### config.mk
export PLATFORM = sky130hd
export DESIGN_NAME = cruise_regulator
export DESIGN_NICKNAME = d
export VERILOG_FILES = /design/src/rtl/cruise_pkg.sv /design/src/rtl/rel_filter.sv /design/src/rtl/cruise_regulator.sv
export SDC_FILE = /design/constraint.sdc
export NUM_CORES = 1
export LEC_CHECK = 0
export BUFFER_PORTS_ARGS = -buffer_cell sky130_fd_sc_hd__buf_2
export CAP_MARGIN = 5
export CORE_MARGIN = 5
export CORE_UTILIZATION = 52
export CTS_CLUSTER_SIZE = 40
export DETAILED_ROUTE_END_ITERATION = 6
export PLACE_DENSITY = 0.83
export SYNTH_ARGS = -nofsm -noshare
export SYNTH_HDL_FRONTEND = slang
export SYNTH_HIERARCHICAL = 1
export SYNTH_SLANG_ARGS = --single-unit
### constraint.sdc
create_clock -name clk -period 2.1 [get_ports clk]
set_input_delay 0.315 -clock clk [delete_from_list [all_inputs] [get_ports clk]]
set_output_delay 0.315 -clock clk [all_outputs]
set_load 0.01 [all_outputs]
### src/rtl/cruise_pkg.sv
// Shared types for the cruise-control stage: FSM state encoding, comparator
// relation encoding and the default speed width.
package cruise_pkg;

    localparam int CRUISE_W = 8;

    typedef enum logic [1:0] {
        ST_OFF     = 2'd0,
        ST_STANDBY = 2'd1,
        ST_CRUISE  = 2'd2,
        ST_SUSPEND = 2'd3
    } state_e;

    typedef enum logic [1:0] {
        REL_LT = 2'd0,
        REL_EQ = 2'd1,
        REL_GT = 2'd2
    } rel_e;

    // Anything other than a clean one-hot code is taken as EQ so a broken
    // comparator can never push the throttle either way.
    function automatic rel_e decode_rel(input logic gt, input logic eq, input logic lt);
        rel_e r;
        case ({gt, eq, lt})
            3'b100:  r = REL_GT;
            3'b001:  r = REL_LT;
            default: r = REL_EQ;
        endcase
        return r;
    endfunction

endpackage

### src/rtl/rel_filter.sv
// Stability filter on the comparator result: a relation must repeat HOLD
// consecutive samples before it is flagged stable. Outputs are registered.
module rel_filter
    import cruise_pkg::*;
#(
    parameter int HOLD = 4
) (
    input  logic clk,
    input  logic rst_n,
    input  logic gt_i,
    input  logic eq_i,
    input  logic lt_i,
    input  logic clr_i,
    output rel_e rel_o,
    output logic stable_o
);

    localparam int CW = $clog2(HOLD + 1);
    localparam logic [CW-1:0] HOLD_C = CW'(HOLD);

    rel_e          rel_d, rel_q;
    logic [CW-1:0] cnt_d, cnt_q;
    logic          stable_d, stable_q;

    always_comb begin
        rel_d = decode_rel(gt_i, eq_i, lt_i);
        cnt_d = cnt_q;
        if (clr_i) begin
            cnt_d = '0;
        end else if (rel_d == rel_q) begin
            if (cnt_q != HOLD_C) begin
                cnt_d = cnt_q + CW'(1);
            end
        end else begin
            cnt_d = CW'(1);
        end
        stable_d = (cnt_d == HOLD_C);
    end

    always_ff @(posedge clk or negedge rst_n) begin
        if (!rst_n) begin
            rel_q    <= REL_EQ;
            cnt_q    <= '0;
            stable_q <= 1'b0;
        end else begin
            rel_q    <= rel_d;
            cnt_q    <= cnt_d;
            stable_q <= stable_d;
        end
    end

    assign rel_o    = rel_q;
    assign stable_o = stable_q;

endmodule

### src/rtl/cruise_regulator.sv
// Cruise-control mode FSM and target-speed register; turns the filtered
// speed-vs-target relation into throttle up/down requests.
module cruise_regulator
    import cruise_pkg::*;
#(
    parameter int W         = CRUISE_W,
    parameter int MIN_SPEED = 40,
    parameter int MAX_SPEED = 200,
    parameter int STEP      = 5,
    parameter int HOLD      = 4
) (
    input  logic         clk,
    input  logic         rst_n,
    input  logic         on_off,
    input  logic         set,
    input  logic         resume,
    input  logic         brake,
    input  logic         inc,
    input  logic         dec,
    input  logic [W-1:0] speed,
    input  logic         gt,
    input  logic         eq,
    input  logic         lt,
    output logic [W-1:0] target,
    output logic         accel,
    output logic         decel,
    output logic         active,
    output logic [1:0]   state
);

    localparam logic [W:0]   MAX_X  = (W+1)'(MAX_SPEED);
    localparam logic [W:0]   MIN_X  = (W+1)'(MIN_SPEED);
    localparam logic [W:0]   STEP_X = (W+1)'(STEP);
    localparam logic [W-1:0] MAX_T  = W'(MAX_SPEED);
    localparam logic [W-1:0] MIN_T  = W'(MIN_SPEED);

    state_e       state_d, state_q;
    logic [W-1:0] target_d, target_q;
    logic         active_q;
    logic         tgt_wr;
    logic         set_ok;
    logic [W:0]   sum_w, diff_w;
    logic [W-1:0] inc_val, dec_val;
    logic         filt_clr;
    rel_e         filt_rel;
    logic         filt_stable;

    // One spare bit so +STEP near the top and -STEP near zero clamp instead of wrapping.
    always_comb begin
        sum_w   = {1'b0, target_q} + STEP_X;
        diff_w  = {1'b0, target_q} - STEP_X;
        inc_val = (sum_w > MAX_X) ? MAX_T : sum_w[W-1:0];
        dec_val = (diff_w[W] || (diff_w < MIN_X)) ? MIN_T : diff_w[W-1:0];
    end

    assign set_ok = set && (speed >= MIN_T) && (speed <= MAX_T);

    always_comb begin
        state_d  = state_q;
        target_d = target_q;
        tgt_wr   = 1'b0;
        if (!on_off) begin
            state_d  = ST_OFF;
            target_d = '0;
        end else begin
            case (state_q)
                ST_OFF: state_d = ST_STANDBY;
                ST_STANDBY: begin
                    if (set_ok) begin
                        target_d = speed;
                        tgt_wr   = 1'b1;
                        state_d  = ST_CRUISE;
                    end
                end
                ST_CRUISE: begin
                    if (brake) begin
                        state_d = ST_SUSPEND;
                    end else if (set_ok) begin
                        target_d = speed;
                        tgt_wr   = 1'b1;
                    end else if (inc && !dec) begin
                        target_d = inc_val;
                        tgt_wr   = 1'b1;
                    end else if (dec && !inc) begin
                        target_d = dec_val;
                        tgt_wr   = 1'b1;
                    end
                end
                ST_SUSPEND: begin
                    if (!brake) begin
                        if (set_ok) begin
                            target_d = speed;
                            tgt_wr   = 1'b1;
                            state_d  = ST_CRUISE;
                        end else if (resume) begin
                            state_d = ST_CRUISE;
                        end
                    end
                end
            endcase
        end
    end

    // Count only samples taken while staying in CRUISE against an unchanged target.
    assign filt_clr = tgt_wr || (state_q != ST_CRUISE) || (state_d != ST_CRUISE);

    always_ff @(posedge clk or negedge rst_n) begin
        if (!rst_n) begin
            state_q  <= ST_OFF;
            target_q <= '0;
            active_q <= 1'b0;
        end else begin
            state_q  <= state_d;
            target_q <= target_d;
            active_q <= (state_d == ST_CRUISE);
        end
    end

    rel_filter #(
        .HOLD(HOLD)
    ) u_rel_filter (
        .clk     (clk),
        .rst_n   (rst_n),
        .gt_i    (gt),
        .eq_i    (eq),
        .lt_i    (lt),
        .clr_i   (filt_clr),
        .rel_o   (filt_rel),
        .stable_o(filt_stable)
    );

    // The filter's stable flag is already cleared outside CRUISE, so these are pure flop decodes.
    assign accel  = filt_stable && (filt_rel == REL_LT);
    assign decel  = filt_stable && (filt_rel == REL_GT);
    assign active = active_q;
    assign target = target_q;
    assign state  = state_q;

endmodule
# Word level (Yosys, flattened, before mapping)
# Cells that the tools add are included.
[word_totals] register_bits=17 elab_cells=72 inputBits=19
[classes] eq_ne=16 reduce_logical=14 n_mux=29 add_sub_neg=3 magnitude_cmp=4
[op_table] cell="two-way mux 8 bit" n=9
[op_table] cell="case mux 8 bit (3 select lines)" n=1
[op_table] cell="two-way mux 2 bit" n=6
[op_table] cell="adder 8 x 3 -> 9 bit, second input constant" n=1
[op_table] cell="> comparator 9 x 8 -> 1 bit, second input constant" n=1
[op_table] cell="less-than comparator 9 x 6 -> 1 bit, second input constant" n=1
[op_table] cell="two-way mux 3 bit" n=3
[op_table] cell="!= test 3 bit, second input constant" n=3
[op_table] cell="subtractor 8 x 3 -> 9 bit, second input constant" n=1
[op_table] cell="equality test 2 bit, second input constant" n=4
[op_table] cell=">= comparator 8 x 6 -> 1 bit, second input constant" n=1
[op_table] cell="<= comparator 8 bit, second input constant" n=1
[op_table] cell="case mux 2 bit (4 select lines)" n=1
[op_table] cell="two-way mux 1 bit" n=7
[op_table] cell="equality test 3 bit, second input constant" n=2
[op_table] cell="logical AND 1 bit" n=6
[op_table] cell="!= test 5 bit, second input constant" n=1
[op_table] cell="zero test 2 bit" n=2
[op_table] cell="!= test 2 bit, second input constant" n=2
[op_table] cell="!= test 4 x 1 -> 1 bit, second input constant" n=1
[op_table] cell="case mux 2 bit (2 select lines)" n=1
[op_table] cell="AND reduction 4 bit" n=1
[op_table] cell="adder 3 x 1 -> 3 bit, second input constant" n=1
[op_table] cell="equality test 3 x 1 -> 1 bit, second input constant" n=1
[op_table] cell="5 further kinds" n=8

# Logic depth before layout (Yosys ltp)
# Gate-level depths: netlist of the first run.
[depth] depth_word=12 mapped_depth=8 depth_no_buf=8

# Modules after synthesis
# Netlist of the first run, hierarchy kept.
[by_module_without_submodules] mod="cruise_regulator" cells_per_inst=144 area_each_um2=1193.6 n_inst=1
[by_module_without_submodules] mod="rel_filter" cells_per_inst=29 area_each_um2=322.8 n_inst=1

# Worst setup path before layout of the first run
# No wires, ideal clock.
[synth_path] kind="input -> register" from="in speed[5]" to="reg u_rel_filter.stable_q (netlist: u_rel_filter/stable_o)" arrival_time_ns=2.173 stages=8 path_slack_ns=-0.145 path_buffers=0 cell_sequence="or4_1 o21ai_1 and3_2 a21oi_1 nor2_1 nand4b_1 or4b_1 nor2_1"
[synth_via] elab_chain_len=11
[synth_rtl] item="start, declared" line="cruise_regulator.sv:20" text="input logic [W-1:0] speed,"
[synth_rtl] item=">= comparator 8 x 6 -> 1 bit" line="cruise_regulator.sv:56" text="assign set_ok = set && (speed >= MIN_T) && (speed <= MAX_T);"
[synth_rtl] item="logical AND 1 bit" line="cruise_regulator.sv:56"
[synth_rtl] item="logical AND 1 bit (*)" line="cruise_regulator.sv:56"
[synth_rtl] item="two-way mux 2 bit (tied with other cells)" line="cruise_regulator.sv:91" text="if (set_ok) begin"
[synth_rtl] item="two-way mux 2 bit (tied with other cells)" line="cruise_regulator.sv:90" text="if (!brake) begin"
[synth_rtl] item="case mux 2 bit (4 select lines) or case mux 1 bit (3 select lines) (tied branches)" line="cruise_regulator.sv:66" text="case (state_q)"
[synth_rtl] item="two-way mux 2 bit or two-way mux 1 bit (tied branches)" line="cruise_regulator.sv:62" text="if (!on_off) begin"
[synth_rtl] item="!= test 2 bit or logical OR 1 bit (tied branches)" line="cruise_regulator.sv:105" text="assign filt_clr = tgt_wr || (state_q != ST_CRUISE) || (state_d != ST_CRUISE);"
[synth_rtl] item="logical OR 1 bit (*)" line="cruise_regulator.sv:105"
[synth_rtl] item="named net filt_clr" line="cruise_regulator.sv:44" text="logic filt_clr;"
[synth_rtl] item="two-way mux 3 bit (*)" line="rel_filter.sv:28" text="if (clr_i) begin"
[synth_rtl] item="equality test 3 bit (*)" line="rel_filter.sv:37" text="stable_d = (cnt_d == HOLD_C);"
[synth_rtl] item="named net u_rel_filter.stable_d" line="rel_filter.sv:23" text="logic stable_d, stable_q;"
[synth_rtl] item="end signal, assigned" line="rel_filter.sv:48" text="stable_q <= stable_d;"
[synth_rtl] item="end, declared" line="rel_filter.sv:23"
# Mark *: on every way through the listed nets, which the timed path passes. The rest lies on a longest branch.
# A chain may end at the register's enable or synchronous reset.

# Final worst setup path of the first run
[layout_path] from="in speed[1]" to="reg u_rel_filter.stable_q (netlist: u_rel_filter/stable_o)"
# Same word-level chain as after synthesis.

==> qor.yml, run 1 <==
synthFlopType: "dfrtp_1"
antenna_cells: 0
synth_fp_nets: 198
layout-drive-gt1-share_pct: 38.2
ios: 32
start_util_pct: 54.5
yosysSeqAreaShare_pct: 28.1
outcome: "completed"
h-tree-depth: 1
crit_family: "simple AND/OR/NAND/NOR gates"
clkSlewWorstSetupHoldPaths_ps: 90
grt_pass1_wl_mm: 6.85
hold_viol: 0
wirelength_mm: 4.23
min_period_over_period_pct: 99.8
coreArea_mm2: 0.00278
path_depth: 9
max-slew-margin-rel_pct: 69.0
setup.worst_path.class: "input port to flip-flop"
clockBufferDepth: 2
synth-edff-count: 0
synthCells: 173
grt_overflow: 0
drc: 0
layout_commonest_cell: "buf_2"
cpPeakStageDelay_ps: 560
die-area_mm2: 0.00410
p_leak_nw: 0.909
nets: 246
vias: 1587
antenna_found_initial: 0
fillers: 220
clk_latency_ps: 300
multi_input_area_mm2: 0.00111
hold_depth: 2
setup_viol: 0
wire_per_inst_um: 16.8
ir_drop_mv: 0.389
ys_types: 67
syn2layout_area_growth_pct: 29.7
critPathCaptureType: "flip-flop"
cts_root_buf: "clkbuf_4"
async_flop_share_pct: 100
reg2reg_to: "target[1]"
cp-start-kind: "input port"
synth_area_mm2: 0.00152
crit_path_start: "speed[1]"
syn_avg_cell_area_um2: 8.77
drtAntennaViolNets: 0
fin_ws_ps: 3.86
seqCellArea_um2: 429
finalCriticalPeriod_ps: 2100
drt_iter0_drc: 110
rr_worst_depth: 6
clock.fmax_mhz: 477
ys_warn_count: 6
p_per_area_mw_per_mm2: 453
final_cell_mix: "29 x buf_2, 20 x buf_4, 14 x dfrtp_1"
routed_via_density: 6.32
tritoncts: "built"
rsz0062_at_grt: "yes"
hpwl_mm: 3.21
std_cell_rows: 19
place.gp.congestion: 0.988
required_ps: 2330
firstDrtPassIters: 4
crit_buf_inv: 1
numPortBuffers: 31
grt_max_degree: 18
worstReg2RegStart: "target[6]"
cp-endpoint: "u_rel_filter/stable_o"
final-max-slew-violation-count: 0
slowest_stage: "or4b_1"
hold_path.class: "input port to flip-flop"
skew_ps: 4.80
reg2reg_slack_ps: 120
grt_pass1_vias: 1527
cts.sinks: 17
dp_slack_ps: -283
path_cells: "buf_6, or4_4, o21ai_2, and3_4, a21oi_4, nor2_2, nand4b_1, or4b_1, nor2_1"
cap_violations: 0
numCtsBuffers: 3
ys_ff_latch: 17
setup_tns_ps: 0
crit_fanout: 4
critPathArrivalTime_ps: 2320
die_h_um: 64
tightest_slew_ps: 460
die_w_um: 64
grtUsageTotal_pct: 20.6
==> power by group <==
| group | leakage (nW) | switching (mW) | internal [mW] |
|---|---|---|---|
| combinational | 0.669 | 0.173 | 0.163 |
| sequential | 0.226 | 0.0350 | 0.345 |
| clock | 0.0150 | 0.102 | 0.0741 |
==> synth_stat cells, types with 2 or more instances <==
library cell / count / area [um2]
nor3b_1: 2 / 15.0
nand2_1: 5 / 18.8
a311oi_1: 2 / 17.5
nor3_1: 7 / 35.0
and2_1: 2 / 12.5
a32o_1: 3 / 30.0
o21ai_1: 2 / 10.0
nand2b_1: 3 / 18.8
nand3_1: 6 / 30.0
nand3b_1: 3 / 22.5
o21ai_0: 5 / 25.0
nor2_1: 10 / 37.5
a31oi_1: 3 / 18.8
a221oi_1: 2 / 17.5
and3_1: 4 / 25.0
a211oi_1: 2 / 15.0
clkbuf_1: 2 / 7.51
o21bai_1: 2 / 15.0
a21o_1: 2 / 15.0
a22oi_1: 2 / 15.0
xor2_1: 6 / 52.6
ha_1: 6 / 75.1
a21oi_1: 4 / 20.0
buf_2: 5 / 25.0
inv_1: 9 / 33.8
dfrtp_1: 16 / 400
a22o_1: 4 / 35.0
xnor2_1: 6 / 52.6
mux2i_1: 4 / 40.0
and3_2: 2 / 15.0
nor2b_1: 4 / 25.0
o31ai_1: 2 / 15.0
nand4_1: 2 / 12.5
==> metal layers <==
layer | track usage, % | vias up | part of all wire, %
met5 | 0 | - | 0
met2 | 37.1 | 75 | 51
met1 | 24.4 | 749 | 39
li1 | - | 751 | -
met3 | 4.03 | 12 | 7.7
met4 | 6.23 | 0 | 2.4
==> kinds of logic after synthesis <==
kind of cell	Yosys count	synth area share, %
simple gates	66	26.4
flops	17	28.1
fa+ha+maj	6	4.95
buf+inv	18	5.61
xor+xnor	12	6.93
mux	4	2.64
compound gates	50	25.3
==> state kept, by name, summed over array words and instances, names as in the netlist <==
register	count
active	1
state	2
target	8
u_rel_filter/cnt_q	3
u_rel_filter/rel_o	2
u_rel_filter/stable_o	1
==> worst min-delay path by stage <==
stage               startpoint                    end
floorplan                rst_n                 active
global placement         rst_n               state[0]
detailed placement       rst_n               state[0]
CTS                         eq  u_rel_filter/rel_o[1]
global route                eq  u_rel_filter/rel_o[1]
finish                      eq  u_rel_filter/rel_o[1]
==> stage by stage <==
step / total power [mW] / cells / util, % / instance area [um2] / hold WS [ps]
floorplan: 0.563 / 173 / - / 1520 / 19.4
global placement: 0.664 / 245 / 65.0 / 1810 / 252
detailed placement: 0.680 / 245 / 65.0 / 1810 / 256
CTS: 0.861 / 250 / 66.8 / 1860 / 221
global route: 0.948 / 251 / 70.7 / 1970 / 230
finish: 0.892 / 251 / 70.7 / 1970 / 223
==> final cells by class <==
cell class                      instances  share of cell area (%)
Clock buffer                            4                    1.34
Inverter                                9                    1.72
Multi-Input combinational cell        138                    56.5
Sequential cell                        17                    21.8
Tap cell                               31                    1.97
Timing Repair Buffer                   52                    16.7
==> repair_timing <==
action                                  CTS  global route
cloned                                    0             0
endpoints found under the setup margin    4             9
pin swaps                                 0            13
hold endpoints to repair                 16             0
setup buffers                             0             1
gates resized for setup                   3            19
hold buffers                              1             0
No activity file was read; power rests on OpenSTA's default activity.
==> run 2: changes to the inputs <==
--- a/config.mk
+++ b/config.mk
@@ -11,7 +11,7 @@
 export CORE_UTILIZATION = 52
 export CTS_CLUSTER_SIZE = 40
 export DETAILED_ROUTE_END_ITERATION = 6
-export PLACE_DENSITY = 0.83
+export PLACE_DENSITY = 0.86
 export SYNTH_ARGS = -nofsm -noshare
 export SYNTH_HDL_FRONTEND = slang
 export SYNTH_HIERARCHICAL = 1
==> run 2 against run 1 <==
Highest routed layer unchanged; hold slack better by 3.4 ps; count of clock-buffer cells in the layout down 1; combinational power down 6.0%; clock skew up 2.8 ps; largest power group unchanged; largest cell class unchanged; cell count up 0.40%.
==> qor.yml, run 2 (same netlist as run 1, synthesis figures left out) <==
clkSlewWorstSetupHoldPaths_ps: 100  # about the same
seqCellArea_um2: 430  # +0.29%
p_switching_uw: 297  # -4.5%
final-max-slew-violation-count: 0  # unchanged
finalCriticalPeriod_ps: 2000  # -96.0 ps
coreArea_mm2: 0.00278  # unchanged
met1Wirelength_mm: 1.72  # +4.4%
wl_met3_um: 231  # -29%
final_cells: 252  # +0.40%
max-slew-margin-rel_pct: 66.3  # -2.7 points
met2_length_mm: 1.86  # -13%
largest_reg_flops: 8  # unchanged
cap_violations: 0  # unchanged
grt_max_degree: 18  # unchanged
clk_latency_ps: 290  # about the same
final_util_pct: 68.5  # -2.2 points
drt_iter0_drc: 65  # -41%
die-area_mm2: 0.00410  # unchanged
fillers: 210  # -4.5%
p_per_area_mw_per_mm2: 454  # +0.11%
place.detailed.instances: 245  # unchanged
drc: 0  # unchanged
whs_ps: 226  # +3.44 ps
nets: 247  # +0.41%
drtAntennaViolNets: 0  # unchanged
slowest_stage: "dfrtp_2"
numPortBuffers: 31  # unchanged
cpPeakStageDelay_ps: 410  # -150 ps
multi_input_area_mm2: 0.00104  # -6.4%
hpwl_mm: 2.90  # -9.5%
hold_viol: 0  # unchanged
wire_per_inst_um: 15.2  # -9.9%
critPathArrivalTime_ps: 2180  # -140 ps
cp-start-kind: "flip-flop"
grt_overflow: 0  # unchanged
tritoncts: "built"
ir_drop_mv: 0.448  # +15%
dp_slack_ps: -183  # +99.9 ps
ios: 32  # unchanged
critPathCaptureType: "flip-flop"
grt_pass1_vias: 1365  # -11%
p_seq_share_pct: 43.1  # +0.6 points
crit_path_start: "target[1]"
cts.sinks: 17  # unchanged
crit_buf_inv: 2  # +1
layout_commonest_cell: "buf_2"
internal-power_uw: 568  # -2.2%
hold_start: "eq"
required_ps: 2280  # -50 ps
routed_via_density: 5.98  # -5.4%
skew_ps: 7.57  # +2.77 ps
numCtsBuffers: 3  # unchanged
crit_top_cell: "buf_4"
sw_frac_of_total_pct: 34.3  # -0.55 points
die_h_um: 64  # unchanged
p_leak_nw: 0.900  # -1.0%
top_layer: "met4"
comb_power_share_pct: 36.5  # -1.2 points
rsz0062_at_grt: "no"
dpl_cell_area_mm2: 0.00181  # unchanged
place.gp.congestion: 1.01  # +2.0%
std_cell_rows: 19  # unchanged
crit_family: "compound AO/OA/AOI/OAI gates"
setup.worst_path.class: "flip-flop to flip-flop"
tightest_slew_ps: 501  # +40.5 ps
design_area_mm2: 0.00191  # -3.1%
vias: 1508  # -5.0%
hold_path.class: "input port to flip-flop"
pwr-share-clk_pct: 20.4  # +0.6 points
outcome: "completed"
start_util_pct: 54.5  # unchanged
h-tree-depth: 1  # unchanged
fin_ws_ps: 99.9  # +96.0 ps
clock.fmax_mhz: 500  # +4.8%
antenna_found_initial: 0  # unchanged
final_cell_mix: "31 x buf_2, 20 x buf_4, 13 x dfrtp_1"
grt_pass1_wl_mm: 6.30  # -8.1%
worstReg2RegStart: "target[1]"
path_cells: "buf_4, buf_4, nor2_1, o2bb2ai_1, a221o_1, o41ai_2, a21o_1, a32o_1"
cts_root_buf: "clkbuf_4"
layout-drive-gt1-share_pct: 35.7  # -2.4 points
firstDrtPassIters: 4  # unchanged
crit_fanout: 6  # +2
antenna_cells: 0  # unchanged
die_w_um: 64  # unchanged
grtUsageTotal_pct: 18.5  # -2.1 points
wirelength_mm: 3.82  # -9.5%
syn2layout_area_growth_pct: 25.7
min_period_over_period_pct: 95.2  # -4.6 points
setup_viol: 0  # unchanged
clockBufferDepth: 2  # unchanged
## run 2: final timing paths
path / end / slack (ps) / cells past startpoint
worst max register to register: target[2] / 100 / 8
worst min-delay path: u_rel_filter/rel_o[1] / 230 / 2
worst min register to register: u_rel_filter/cnt_q[1] / 670 / 2
worst max-delay path: target[2] / 100 / 8
min in group asynchronous: state[1] / 460 / 2
max in group asynchronous: u_rel_filter/rel_o[0] / 1330 / 2
## run 2: repair_timing
item                                    4_1_cts  5_1_grt
hold endpoints to repair                     16        0
endpoints found under the setup margin        6        9
pin swaps                                     0        3
hold buffers                                  1        0
gates resized for setup                       1        9
setup buffers                                 0        2
## run 2: routing by layer
| layer | GRT usage [%] | up-vias |
|---|---|---|
| li1 | - | 752 |
| met1 | 26.2 | 703 |
| met2 | 30.0 | 51 |
| met3 | 2.80 | 2 |
| met4 | 3.12 | 0 |
| met5 | 0 | - |
## run 2: power groups by stage
stage	clock, mW	sequential, mW	combinational [mW]
floorplan	0	0.373	0.190
global placement	0	0.379	0.283
detailed placement	0	0.381	0.287
CTS	0.177	0.374	0.291
global route	0.196	0.376	0.349
finish	0.176	0.373	0.316
## run 2: area by class of cell
class	instances	share of cell area [%]
multi-input cells	138	54.6
flip-flops and latches	17	22.6
repair buffers	53	17.6
well taps	31	2.04
inverters	9	1.77
clock buffers	3	1.18
clock inverters	1	0.263
## run 2: per-stage QoR
stage               power [mW]  setup TNS, ps
global route             0.920              0
CTS                      0.843              0
finish                   0.865              0
global placement         0.662           -231
detailed placement       0.668           -348
floorplan                0.563          -81.7
## run 2: worst register-to-register path, cell delays in order, from the launching register on
cell and delay, ps:
dfrtp_2 410, buf_4 150, buf_4 140, nor2_1 240
o2bb2ai_1 190, a221o_1 190, o41ai_2 90, a21o_1 220
a32o_1 270
